**src/rtl/sar_search_ctrl_if.sv**
```systemverilog
// Comparator-facing bus of the SAR search controller: start request, trial word out,
// comparator flags back in, and the search status/result.
interface sar_search_ctrl_if #(
    parameter int WIDTH = 4
);
    logic             start;
    logic [WIDTH-1:0] trial;
    logic             cmp_gt;
    logic             cmp_eq;
    logic             cmp_lt;
    logic             busy;
    logic             done;
    logic [WIDTH-1:0] result;
    logic             found;
    logic             err;

    modport master (
        output start, cmp_gt, cmp_eq, cmp_lt,
        input  trial, busy, done, result, found, err
    );

    modport slave (
        input  start, cmp_gt, cmp_eq, cmp_lt,
        output trial, busy, done, result, found, err
    );
endinterface

```
**src/rtl/sar_search_ctrl.sv**
```systemverilog
// Purpose: successive-approximation search of a target via an external magnitude comparator.
// Latency: WIDTH TRY cycles + 1 VERIFY cycle, done pulses the cycle after; SAR_EARLY_EXIT_EN can finish on the first equal trial.
// Backpressure: none; start is sampled only in IDLE and dropped otherwise (no queuing).
module sar_search_ctrl #(
    parameter int WIDTH = 4
) (
    input  logic              clk,
    input  logic              rst_n,
    sar_search_ctrl_if.slave  bus
);
    localparam int IDX_W = (WIDTH > 1) ? $clog2(WIDTH) : 1;
    localparam logic [WIDTH-1:0] TOP_BIT = {1'b1, {(WIDTH-1){1'b0}}};

    typedef enum logic [1:0] {
        IDLE,
        TRY,
        VERIFY,
        DONE
    } state_t;

    state_t           state, state_nxt;
    logic [IDX_W-1:0] idx, idx_nxt;
    logic [WIDTH-1:0] trial, trial_nxt;
    logic [WIDTH-1:0] result, result_nxt;
    logic             found, found_nxt;
    logic             err, err_nxt;
    logic [WIDTH-1:0] kept;
    logic             flags_ok;

    assign flags_ok = $onehot({bus.cmp_gt, bus.cmp_eq, bus.cmp_lt});

    always_comb begin
        state_nxt  = state;
        idx_nxt    = idx;
        trial_nxt  = trial;
        result_nxt = result;
        found_nxt  = found;
        err_nxt    = err;
        // Bit under test survives unless the target is below the trial.
        kept       = trial;
        if (bus.cmp_lt) begin
            kept[idx] = 1'b0;
        end

        case (state)
            IDLE: begin
                if (bus.start) begin
                    state_nxt  = TRY;
                    idx_nxt    = IDX_W'(WIDTH - 1);
                    trial_nxt  = TOP_BIT;
                    result_nxt = '0;
                    found_nxt  = 1'b0;
                    err_nxt    = 1'b0;
                end
            end
            TRY: begin
                if (!flags_ok) begin
                    state_nxt  = DONE;
                    trial_nxt  = '0;
                    result_nxt = '0;
                    found_nxt  = 1'b0;
                    err_nxt    = 1'b1;
                end
`ifdef SAR_EARLY_EXIT_EN
                else if (bus.cmp_eq) begin
                    state_nxt  = DONE;
                    result_nxt = trial;
                    found_nxt  = 1'b1;
                end
`endif
                else if (idx != '0) begin
                    idx_nxt            = idx - IDX_W'(1);
                    trial_nxt          = kept;
                    trial_nxt[idx_nxt] = 1'b1;
                end else begin
                    state_nxt = VERIFY;
                    trial_nxt = kept;
                end
            end
            VERIFY: begin
                state_nxt = DONE;
                if (!flags_ok) begin
                    trial_nxt  = '0;
                    result_nxt = '0;
                    found_nxt  = 1'b0;
                    err_nxt    = 1'b1;
                end else begin
                    result_nxt = trial;
                    found_nxt  = bus.cmp_eq;
                end
            end
            DONE: begin
                state_nxt = IDLE;
            end
            default: begin
                state_nxt = IDLE;
            end
        endcase
    end

    always_ff @(posedge clk or negedge rst_n) begin
        if (!rst_n) begin
            state  <= IDLE;
            idx    <= '0;
            trial  <= '0;
            result <= '0;
            found  <= 1'b0;
            err    <= 1'b0;
        end else begin
            state  <= state_nxt;
            idx    <= idx_nxt;
            trial  <= trial_nxt;
            result <= result_nxt;
            found  <= found_nxt;
            err    <= err_nxt;
        end
    end

    assign bus.trial  = trial;
    assign bus.result = result;
    assign bus.found  = found;
    assign bus.err    = err;
    assign bus.busy   = (state == TRY) || (state == VERIFY);
    assign bus.done   = (state == DONE);
endmodule
```
**src/flat_wrapper.sv**
```systemverilog
// flat-port wrapper written by rule: the top's interface ports become plain ports
module sar_search_ctrl_flat 
#(
    parameter int WIDTH = 4
)
  (clk, rst_n, bus_start, bus_cmp_gt, bus_cmp_eq, bus_cmp_lt, bus_trial, bus_busy, bus_done, bus_result, bus_found, bus_err);
  sar_search_ctrl_if #(.WIDTH(WIDTH)) bus_i ();
  input  logic clk;
  input  logic rst_n;
  input wire logic [$bits(bus_i.start)-1:0] bus_start;
  input wire logic [$bits(bus_i.cmp_gt)-1:0] bus_cmp_gt;
  input wire logic [$bits(bus_i.cmp_eq)-1:0] bus_cmp_eq;
  input wire logic [$bits(bus_i.cmp_lt)-1:0] bus_cmp_lt;
  output wire logic [$bits(bus_i.trial)-1:0] bus_trial;
  output wire logic [$bits(bus_i.busy)-1:0] bus_busy;
  output wire logic [$bits(bus_i.done)-1:0] bus_done;
  output wire logic [$bits(bus_i.result)-1:0] bus_result;
  output wire logic [$bits(bus_i.found)-1:0] bus_found;
  output wire logic [$bits(bus_i.err)-1:0] bus_err;
  assign bus_i.start = bus_start;
  assign bus_i.cmp_gt = bus_cmp_gt;
  assign bus_i.cmp_eq = bus_cmp_eq;
  assign bus_i.cmp_lt = bus_cmp_lt;
  assign bus_trial = bus_i.trial;
  assign bus_busy = bus_i.busy;
  assign bus_done = bus_i.done;
  assign bus_result = bus_i.result;
  assign bus_found = bus_i.found;
  assign bus_err = bus_i.err;
  sar_search_ctrl #(.WIDTH(WIDTH)) u_core (.clk(clk), .rst_n(rst_n), .bus(bus_i));
endmodule
```
**config.mk**
```make
export PLATFORM = sky130hd
export DESIGN_NAME = sar_search_ctrl_flat
export DESIGN_NICKNAME = d
export VERILOG_FILES = /design/src/rtl/sar_search_ctrl_if.sv /design/src/rtl/sar_search_ctrl.sv /design/src/flat_wrapper.sv
export SDC_FILE = /design/constraint.sdc
export NUM_CORES = 1
export LEC_CHECK = 0
export ABC_AREA = 1
export BUFFER_PORTS_ARGS = -buffer_cell sky130_fd_sc_hd__buf_2
export CAP_MARGIN = 20
export CORE_AREA = 2 2 47 49
export DETAILED_ROUTE_END_ITERATION = 10
export DIE_AREA = 0 0 49 51
export GPL_ROUTABILITY_DRIVEN = 0
export GPL_TIMING_DRIVEN = 0
export PLACE_DENSITY = 0.71
export SETUP_SLACK_MARGIN = 0.15
export SLEW_MARGIN = 20
export SYNTH_ARGS = -nofsm -noshare
export SYNTH_HDL_FRONTEND = slang
export SYNTH_SLANG_ARGS = --single-unit
```
**constraint.sdc**
```tcl
create_clock -name clk -period 1.2 [get_ports clk]
set_input_delay 0.24 -clock clk [delete_from_list [all_inputs] [get_ports clk]]
set_output_delay 0.24 -clock clk [all_outputs]
set_load 0.02 [all_outputs]
```
==> impl_metrics.ini, run 1 <==
[status]
status = complete, but fails checks
violations = negative setup slack

[grt]
grt_max_degree = 15
grtUsageTotal = 0.1935
antenna_found_initial = 0
globalRouteOverflowTotal = 0
grt_pass1_vias = 875
grt_pass1_wl_mm = 3.670

[worst_hold_path]
hold_depth = 3
hp-start = bus_cmp_eq
hp-class = primary input to flip-flop
min_to = u_core.bus.found

[sta]
period_needed_ns = 1.397
fin_skew_ns = 0.002166
relSlewSlack = 0.7878
hold_violations = 0
tightestPinTransition_ns = 0.3183
max_freq_ghz = 0.7159
fin_setup_tns_ns = -2.354
timing.final.ws_setup_ns = -0.1969
period_share = 1.164
drv_slew = 0
setup_viol = 16
hold_ws_ns = 0.2296
rsz0062_at_grt = true

[critical_path]
worstRegToRegCells = 7
worstReg2RegStart = u_core.state[1]
r2r_end = u_core.bus.result[2]
reg2reg_slack_ns = -0.17
critPathMaxFanout = 4
critPathKind = flip-flop to output pin
crit_required_ns = 0.96
cp-start-kind = flip-flop
critical_path_arrival_ns = 1.16
end_kind = output pin

[power]
p_seq_frac = 0.229
leakage_nw = 0.6965
power.share.combinational = 0.670
p_switching_mw = 1.592
clock_power_share = 0.101
ir_drop_mv = 1.642
p_int_mw = 1.864
swShare = 0.4606
pwr_density_cell_nw_per_um2 = 2600

[layout]
multiInputGateArea_sq_um = 585.6
layout-drive-gt1-share = 0.3960
seq_area_sq_um = 351.6
final_common_cell = nand2_1
fin_util = 0.6440
layout.cells.non_filler = 177
diodes = 0
fillCellCount = 174
mostFrequentLayoutCells = nand2_1 (40), dfrtp_1 (13), buf_4 (12)
syn2layout_area_growth_pct = 45.48
nets = 166

[synth]
synth.area.mux_share = 0
synth_nets = 131
synth_area_sq_um = 913.4
synth_top_family_by_area = simple AND/OR/NAND/NOR gates
synth_edf_count = 0
synth_seq_cells = 14
syn_inst = 115
yosys_warnings = 0
synthSimpleGateAreaFrac = 0.3082
synth_compound_area_frac = 0.1014
yosysUniqueCellTypes = 21
synthFlopType = dfrtp_1
seq_area_frac_synth = 0.3836
synthAdderAreaFrac = 0.1452
syn-mean-instance-area_sq_um = 7.942
synth_xor_area_frac = 0
synthArstFlopShare = 1.000

[route]
postRouteAntennaNets = 0
drcViolationCount = 0
vias = 889
wirelength_mm = 2.210
via_per_inst = 5.023
firstDrtPassIters = 4
drtIter0Drc = 32
detail_route.wl_per_cell_microns = 12.49

[floorplan]
die_w_microns = 49
num_rows = 17
die-area_sq_um = 2499
start_util = 0.4427
ios = 18
die_h_microns = 51
core_region_area_sq_um = 2063

[clocking]
cts_tree = yes
clock_sinks = 14
cts_max_path_buffers = 2
htreeDepth = 1
insertion_delay_ns = 0.28
clkSlewWorstSetupHoldPaths_ns = 0.09
ctsRootBufferMaster = clkbuf_4
cts_buffers = 3

[job]
drv_cap = 0

[placement]
pre_cts_slack_ns = -0.4352
dp_cells = 160
dp_hpwl_mm = 1.472
port_buffers = 17
sequential cells by signal, indices dropped and copies added (netlist names):
name,cells
u_core.bus.found,1
u_core.state,2
u_core.idx,2
u_core.bus.err,1
u_core.bus.trial,4
u_core.bus.result,4
metal layers:
metal  up-vias  global-route usage  share of wire
li1        433                   -              -
met1       419              0.2208           0.41
met2        31              0.3562           0.51
met3         6             0.03509          0.062
met4         0             0.08095          0.020
met5         -                   0              0
critical path, cell delays in order, from the launching register on:
cell	delay (ns)
dfrtp_1	0.41
inv_2	0.11
ha_4	0.22
buf_6	0.13
cell type report:
cell class	count	area share
sequential	14	0.2646
timing repair buffer	29	0.1874
tap	28	0.02637
clock buffer	4	0.02731
multi-input combinational	87	0.4407
inverter	15	0.05367
cells in the mapped netlist, drive strengths merged, types with 5 or more instances:
cell type,instances,share of area
inv,15,0.062
o21ai,6,0.033
a21oi,5,0.032
nand2,41,0.18
ha,9,0.12
nand3,7,0.038
dfrtp,14,0.38
nor2,12,0.078
power by group through the flow:
stage               Clock (mW)  Combinational [mW]  Sequential (mW)
detailed placement           0                1.68            0.804
CTS                      0.349                2.23            0.783
global route             0.378                2.57            0.806
global placement             0                1.64            0.791
floorplan                    0                1.22            0.893
finish                   0.349                2.32            0.790
worst max path at each step:
stage | start | endpoint | slack (ns)
detailed placement | bus_cmp_gt | u_core.bus.result[3] | -0.44
finish | u_core.state[1] | bus_busy | -0.20
floorplan | bus_cmp_gt | u_core.bus.result[2] | -0.16
global route | u_core.state[1] | u_core.bus.result[0] | -0.26
CTS | u_core.state[0] | bus_busy | -0.19
global placement | bus_cmp_gt | u_core.bus.result[3] | -0.40
stage by stage:
step | cell area, sq um | power, mW
2_1_floorplan | 944.7 | 2.110
3_3_place_gp | 1065 | 2.433
3_5_place_dp | 1065 | 2.486
4_1_cts | 1299 | 3.358
5_1_grt | 1329 | 3.758
6_report | 1329 | 3.455
kinds of logic after synthesis:
| logic type | count (synthesis) |
|---|---|
| flops | 14 |
| compound gates | 14 |
| buf+inv | 15 |
| fa+ha+maj | 10 |
| simple gates | 62 |
what timing repair did:
action / CTS / global route
gates cloned: 1 / 0
gates resized for setup: 36 / 7
buffers inserted: 10 / 1
setup endpoints to repair: 26 / 26
pin swaps: 4 / 3
hold endpoints to repair: 14 / 0
hold buffers: 1 / 0
(Power assumes the default switching activity.)
==> run 2: changes to the inputs <==
- PLACE_DENSITY: 0.71 -> 0.75
==> run 2 against run 1 <==
The run still ends with negative setup slack left; sequential share of layout area shrank 0.96 points; largest power group unchanged; cell area is 3.8% higher; wire length fell by 3.5%; clock-buffer cell count unchanged; largest cell class unchanged; sequential power about the same; fmax is 1.6% lower.
==> impl_metrics.ini, run 2 (synthesized netlist as in run 1, its figures left out) <==
[floorplan]
die_h_microns = 51
die-area_sq_um = 2499
start_util = 0.4427
die_w_microns = 49
num_rows = 17
ios = 18
core_region_area_sq_um = 2063

[grt]
grtUsageTotal = 0.1855
globalRouteOverflowTotal = 0
antenna_found_initial = 0
grt_max_degree = 15
grt_pass1_vias = 853
grt_pass1_wl_mm = 3.532

[clocking]
cts_tree = yes
cts_max_path_buffers = 2
insertion_delay_ns = 0.29
clock_sinks = 14
htreeDepth = 1
ctsRootBufferMaster = clkbuf_4
cts_buffers = 3
clkSlewWorstSetupHoldPaths_ns = 0.10

[status]
violations = negative setup slack
status = complete, but fails checks

[layout]
fin_util = 0.6683
final_common_cell = nand2_1
design_area_sq_um = 1379
layout.cells.non_filler = 182
layout-drive-gt1-share = 0.4286
diodes = 0
syn2layout_area_growth_pct = 50.96
nets = 171
top_regs = u_core.bus.result x4, u_core.bus.trial x4
mostFrequentLayoutCells = nand2_1 (38), buf_4 (17), dfrtp_1 (13)

[placement]
dp_hpwl_mm = 1.426
port_buffers = 17
place_area_sq_um = 1065
dp_cells = 160

[power]
leakage_nw = 0.7241
ir_drop_mv = 1.806
pwr_density_cell_nw_per_um2 = 2650

[sta]
setup_viol = 16
tightestPinTransition_ns = 0.3329
relSlewSlack = 0.7780
period_needed_ns = 1.419
drv_slew = 0
rsz0062_at_grt = true
period_share = 1.183
timing.final.ws_setup_ns = -0.2190
max_freq_ghz = 0.7047
fin_skew_ns = 0.006786
fin_setup_tns_ns = -2.658
hold_violations = 0

[route]
drtIter0Drc = 9
wirelength_met1_microns = 917
wirelength_mm = 2.132
highest_layer = met4
detail_route.wl_per_cell_microns = 11.71
wl_met2_mm = 1.091
via_per_inst = 4.780
postRouteAntennaNets = 0
wl_met3_microns = 62
vias = 870
drcViolationCount = 0
firstDrtPassIters = 4

[critical_path]
critPathMaxFanout = 3
crit_required_ns = 0.96
cp-start-kind = flip-flop
critPathKind = flip-flop to output pin
end_kind = output pin
critical_path_arrival_ns = 1.18

[job]
drv_cap = 0

[worst_hold_path]
hp-class = primary input to flip-flop
run 2: cell count changes in the layout (fill, tap and decap cells not counted):
cell / previous run / this run
o21bai_2: 1 / 0
nand3_1: 6 / 7
nand2_1: 40 / 38
buf_4: 12 / 17
ha_1: 5 / 4
buf_6: 11 / 12
nand2_2: 0 / 2
nand3_2: 1 / 0
ha_4: 2 / 3
run 2: final cells by class:
class	count	area, sq um
multi-input combinational	86	586.8
inverter	15	71.32
timing repair buffer	35	297.8
clock buffer	4	36.28
fill	175	684.4
sequential	14	351.6
tap	28	35.03
run 2: path summary, 6_finish.rpt:
path	from	cells past startpoint	slack [ns]	endpoint
worst max register to register	u_core.state[0]	7	-0.19	u_core.bus.trial[3]
worst min-delay path	bus_cmp_eq	3	0.21	u_core.bus.found
worst max-delay path	u_core.state[0]	3	-0.22	bus_busy
max in group asynchronous	rst_n	2	0.57	u_core.idx[1]
worst min register to register	u_core.bus.result[3]	2	0.54	u_core.bus.result[3]
min in group asynchronous	rst_n	2	0.36	u_core.bus.trial[2]
run 2: timing repair:
item | in CTS | in global routing
resized for setup | 37 | 10
hold buffers | 1 | 0
hold endpoints to repair | 14 | 0
endpoints found under the setup margin | 26 | 26
pin swaps | 5 | 3
buffers inserted | 14 | 3
run 2: per-stage QoR:
step / power (mW) / worst slack (ns) / hold slack (ns)
finish: 3.654 / -0.2190 / 0.2096
global route: 3.949 / -0.2799 / 0.2307
CTS: 3.475 / -0.2043 / 0.2103
detailed placement: 2.486 / -0.4145 / 0.1566
global placement: 2.427 / -0.3889 / 0.1492
floorplan: 2.110 / -0.1640 / -0.05559
run 2: worst max-delay path, cell delays in order, from the launching register on:
cell	delay, ns
dfrtp_1	0.42
inv_2	0.08
ha_4	0.27
buf_6	0.11
run 2: metal layers:
metal / vias up / track usage
li1: 438 / -
met1: 409 / 0.2067
met2: 16 / 0.3379
met3: 7 / 0.03801
met4: 0 / 0.09048
met5: - / 0
run 2: where the power goes:
part	internal (mW)	switching [mW]	leakage [nW]
Sequential	0.655	0.137	0.177
Combinational	1.17	1.34	0.526
Clock	0.185	0.173	0.0210
